`config.mk`:
```
export PLATFORM = sky130hd
export DESIGN_NAME = waveform_duty_gen
export DESIGN_NICKNAME = d
export VERILOG_FILES = /design/src/rtl/waveform_duty_gen_pkg.sv /design/src/rtl/waveform_half_lut.sv /design/src/rtl/waveform_duty_gen.sv
export SDC_FILE = /design/constraint.sdc
export NUM_CORES = 1
export LEC_CHECK = 0
export CAP_MARGIN = 0
export CORE_AREA = 2 2 73 75
export CTS_CLUSTER_DIAMETER = 30
export CTS_CLUSTER_SIZE = 10
export DETAILED_ROUTE_END_ITERATION = 16
export DIE_AREA = 0 0 75 77
export PLACE_DENSITY_LB_ADDON = 0.05
export SKIP_CTS_REPAIR_TIMING = 1
export SLEW_MARGIN = 20
export SYNTH_ARGS = -nofsm -noshare
export SYNTH_HDL_FRONTEND = slang
export SYNTH_HIERARCHICAL = 1
export SYNTH_SLANG_ARGS = --single-unit
```
`constraint.sdc`:
```
create_clock -name sysclk -period 3.7 [get_ports sysclk]
set_input_delay 1.11 -clock sysclk [delete_from_list [all_inputs] [get_ports sysclk]]
set_output_delay 1.11 -clock sysclk [all_outputs]
set_load 0.03 [all_outputs]
```
`src/rtl/waveform_duty_gen_pkg.sv`:
```
// Shared waveform mode encoding and default parameter values for waveform_duty_gen.
package waveform_duty_gen_pkg;

  localparam int DUTY_W_DEF     = 7;
  localparam int PHASE_W_DEF    = 16;
  localparam int LUT_ADDR_W_DEF = 6;
  localparam int PRESCALE_W_DEF = 6;

  typedef enum logic [1:0] {
    MODE_SINE   = 2'd0,
    MODE_TRI    = 2'd1,
    MODE_SAW    = 2'd2,
    MODE_SQUARE = 2'd3
  } mode_e;

endpackage

```
`src/rtl/waveform_half_lut.sv`:
```
// Combinational half-wave raised-cosine table, N/2 entries from 0 up to PEAK.
// Entries span 0..pi inclusive so the mirrored wave touches both 0 and PEAK exactly.
module waveform_half_lut
  import waveform_duty_gen_pkg::*;
#(
  parameter int DUTY_W     = DUTY_W_DEF,
  parameter int LUT_ADDR_W = LUT_ADDR_W_DEF
) (
  input  logic [LUT_ADDR_W-2:0] addr,
  output logic [DUTY_W-1:0]     val
);

  localparam int HALF = 1 << (LUT_ADDR_W - 1);
  localparam int PEAK = 1 << (DUTY_W - 1);

  logic [DUTY_W-1:0] sine_tab [HALF];

  for (genvar g = 0; g < HALF; g++) begin : g_tab
    localparam real ANG = 3.141592653589793 * g / (HALF - 1);
    localparam int  VAL = $rtoi(PEAK * (1.0 - $cos(ANG)) / 2.0 + 0.5);
    assign sine_tab[g] = DUTY_W'(VAL);
  end

  assign val = sine_tab[addr];

endmodule

```
`src/rtl/waveform_duty_gen.sv`:
```
// Prescaled DDS duty-cycle generator: sine/triangle/sawtooth/square, registered at each sample tick.
// Optional macro WAVEFORM_DUTY_GEN_PHASE_OFFSET_EN adds a phase_offset lookup port.
module waveform_duty_gen
  import waveform_duty_gen_pkg::*;
#(
  parameter int DUTY_W     = DUTY_W_DEF,
  parameter int PHASE_W    = PHASE_W_DEF,
  parameter int LUT_ADDR_W = LUT_ADDR_W_DEF,
  parameter int PRESCALE_W = PRESCALE_W_DEF
) (
  input  logic                  sysclk,
  input  logic                  reset,
  input  logic                  enable,
  input  logic [1:0]            mode,
  input  logic [PHASE_W-1:0]    tuning_word,
  input  logic [PRESCALE_W-1:0] prescale,
  input  logic [1:0]            amp_shift,
`ifdef WAVEFORM_DUTY_GEN_PHASE_OFFSET_EN
  input  logic [LUT_ADDR_W-1:0] phase_offset,
`endif
  output logic [DUTY_W-1:0]     duty_out,
  output logic                  sample_tick,
  output logic                  cycle_wrap
);

  localparam int PEAK = 1 << (DUTY_W - 1);
  localparam int W    = DUTY_W + LUT_ADDR_W;

  logic [PRESCALE_W-1:0] count;
  logic [PHASE_W-1:0]    phase;
  logic [PHASE_W:0]      phase_sum;
  logic [LUT_ADDR_W-1:0] lut_idx;
  logic [LUT_ADDR_W-2:0] half_idx;
  logic [DUTY_W-1:0]     sine_val;
  logic [DUTY_W-1:0]     shape;
  logic                  tick;

  assign tick      = enable && (count >= prescale);
  assign phase_sum = {1'b0, phase} + {1'b0, tuning_word};

`ifdef WAVEFORM_DUTY_GEN_PHASE_OFFSET_EN
  // Offset only moves the lookup point; the accumulator and its carry are untouched.
  assign lut_idx = phase[PHASE_W-1 -: LUT_ADDR_W] + phase_offset;
`else
  assign lut_idx = phase[PHASE_W-1 -: LUT_ADDR_W];
`endif

  // Upper half of the cycle reads the table backwards: N-1-i keeps the low bits inverted.
  assign half_idx = lut_idx[LUT_ADDR_W-1] ? ~lut_idx[LUT_ADDR_W-2:0] : lut_idx[LUT_ADDR_W-2:0];

  waveform_half_lut #(
    .DUTY_W     (DUTY_W),
    .LUT_ADDR_W (LUT_ADDR_W)
  ) u_half_lut (
    .addr (half_idx),
    .val  (sine_val)
  );

  always_comb begin
    shape = '0;
    case (mode_e'(mode))
      MODE_SINE: shape = sine_val;
      MODE_TRI:  shape = DUTY_W'((W'(half_idx) << (DUTY_W - 1)) >> (LUT_ADDR_W - 1));
      MODE_SAW:  shape = DUTY_W'((W'(lut_idx) << (DUTY_W - 1)) >> LUT_ADDR_W);
      default:   shape = lut_idx[LUT_ADDR_W-1] ? '0 : DUTY_W'(PEAK);
    endcase
  end

  always_ff @(posedge sysclk) begin
    if (reset || !enable) begin
      count       <= '0;
      phase       <= '0;
      duty_out    <= '0;
      sample_tick <= 1'b0;
      cycle_wrap  <= 1'b0;
    end else if (tick) begin
      count       <= '0;
      phase       <= phase_sum[PHASE_W-1:0];
      duty_out    <= shape >> amp_shift;
      sample_tick <= 1'b1;
      cycle_wrap  <= phase_sum[PHASE_W];
    end else begin
      count       <= count + PRESCALE_W'(1);
      sample_tick <= 1'b0;
      cycle_wrap  <= 1'b0;
    end
  end

endmodule
```
==> results.toml <==
[status]
outcome = "finished clean"

[routing]
firstDrtPassIters = 4
drt_iter0_drc = 143
ant_nets = 0
vias_per_cell = 5.52
via_count = 2246
wl_mm = 5.53
wl_per_cell_um = 13.6
route.detailed.drc = 0

[floorplanning]
die_w_um = 75
fp.dieH_um = 77
boundaryPins = 38
core_um2 = 4980
placementRows = 26
die-area_um2 = 5780
start_util_pct = 52.6

[finish]
areaGrowthSynthToFinish_pct = 20.9
drive_gt1_share_pct = 10.4
layout_common_cells = "clkdlybuf4s50_1, ha_1, dfxtp_1"
fillerInstances = 438
antenna_cells = 0
final_nets = 397
finalCoreUtilization_pct = 63.6
fin_area_um2 = 3170
final_common_cell = "clkdlybuf4s50_1"

[yosys]
avgSynthCellArea_um2 = 8.76
yosysSeqAreaShare_pct = 23.7
yosys.area.top_type = "dfxtp_1"
netlist_top_cells_area = "dfxtp_1, ha_1, xor2_1"
synth-simple-area-share_pct = 15.9
synth_top_area_share_pct = 23.7
yosys.cell_types.count = 65
yosys.area_share.adder_pct = 15.6
muxShareOfSynthArea_pct = 8.21
synthCells = 299
synthFlopType = "dfxtp_1"
synth_xor_area_share_pct = 7.35
yosys_warnings = 6
synth_edf_count = 0
synth_top_family_by_area = "compound AO/OA/AOI/OAI gates"
async_reset_ff_share_pct = 0
syn-cell-area_um2 = 2620
ys_seq_elements = 31
synth_compound_area_share_pct = 24.4
synth.net_count = 360

[power]
vdd_drop_max_v = 0.000154
power_density_nw_per_um2 = 253
total_power_uw = 801
power_leakage_uw = 0.00138

[clocking]
clockBufferDepth = 2
numCtsBuffers = 5
cts.reportedPaths.clkPinSlew_ps = 70
clock_sinks = 31
root_buffer = "clkbuf_8"
clk_latency_ps = 280
tritoncts = "built"
htreeDepth = 2

[sta]
fin_crit_sh_pct = 83.0
setup_tns_ps = 0
fin_crit_ps = 3070
rsz0062_at_grt = "false"
setup_viol = 0
maxSlewViolCount = 0
worst_pin_slew_ps = 762
finalClockSkew_ps = 6.66
slew_headroom_pct = 49.0
hold_violations = 0
fmax_mhz = 326

[worst_setup_path]
crit_type = "primary input to flop"
reg2reg_slack_ps = 780
crit_fanout = 6
cp-start-kind = "primary input"
crit_path_end_kind = "flop"
critPathRequiredTime_ps = 3870
r2r_end = "duty_out[0]"
reg2reg_depth = 9
arrival_ps = 3240
reg2reg_from = "phase[15]"

[placed_design]
dpl_cell_area_um2 = 3050
gp_congestion = 0.838
port_buffers = 37
dp_hpwl_mm = 4.19

[hold_path]
holdPathEnd = "phase[2]"
worstHoldPathCells = 2
min_path_type = "flop to flop"
hold_start = "phase[2]"

[grt]
grt_overflow = 0
track_usage_pct = 20.6
antenna_found_initial = 0
grt_pass1_vias = 2103
grt_pass1_wl_mm = 9.52
grt_max_degree = 16

[job]
cap_violations = 0
## layer usage
layer	routed length, µm	vias up	track usage, %	share of wire, %
met3	169	5	3.68	3.1
met5	0	-	0	0
met2	2400	34	29.8	43
met4	62	0	6.79	1.1
li1	-	1178	-	-
met1	2900	1029	30.5	52
## flip-flops by register name, indices dropped and copies added, names as in the netlist
| register | cells |
|---|---|
| cycle_wrap | 1 |
| sample_tick | 1 |
| duty_out | 7 |
| phase | 16 |
| count | 6 |
## critical path: stages
cell and delay [ps]:
clkdlybuf4s50_1 410, ha_1 380, a211o_1 360, a2111oi_4 350
nor3_1 100, a41oi_1 270, xor2_1 190, o21ai_1 70
## through the flow
stage / setup WS [ps] / instances / hold slack (ps)
final: 629 / 407 / 453
after CTS: 647 / 407 / 456
after global routing: 494 / 407 / 478
after detailed placement: 361 / 399 / 446
after global placement: 405 / 399 / 439
after floorplan: 774 / 299 / 428
## layout make-up
type / instances / area (µm²) / share of cell area [%]
timing repair buffer: 44 / 423 / 13.4
inverter: 13 / 48.8 / 1.54
clock buffer: 6 / 82.6 / 2.61
tap: 70 / 87.6 / 2.77
sequential: 31 / 621 / 19.6
clock inverter: 2 / 35.0 / 1.11
multi-input combinational: 241 / 1870 / 59.0
## synthesized netlist by cell type, drive strengths merged (3+ instances only)
cell type  count
o31ai          4
dfxtp         31
o21ai         24
nand2         24
a31oi          7
a22o           5
nor2           8
xor2          16
nand3          6
and3           3
nand2b        12
ha            31
mux2           3
buf           11
clkbuf         3
nor2b          4
nor3          12
or2            3
mux4           3
inv           13
a211oi         3
xnor2          6
a21oi         15
a211o          4
a21boi         3
mux2i         11
a21o           7
## how the worst max path moves through the flow
stage / from / end / slack [ps] / cells after the start
final: tuning_word[7] / phase[12] / 630 / 8
after global routing: tuning_word[0] / phase[12] / 490 / 9
after CTS: tuning_word[0] / phase[12] / 650 / 9
after detailed placement: tuning_word[0] / phase[12] / 360 / 9
after global placement: tuning_word[0] / phase[12] / 410 / 9
after floorplan: phase[15] / duty_out[0] / 770 / 10
## where the power goes
part | switching, µW | internal, µW | total (µW)
Sequential | 2.11 | 336 | 338
Combinational | 53.3 | 58.1 | 111
Clock | 134 | 218 | 352
Total | 189 | 612 | 801
## cell families after synthesis
group	after synthesis
mux	17
simple gates	80
flops	31
compound gates	90
fa+ha+maj	32
buf+inv	27
xor+xnor	22
(Power assumes the default switching activity.)
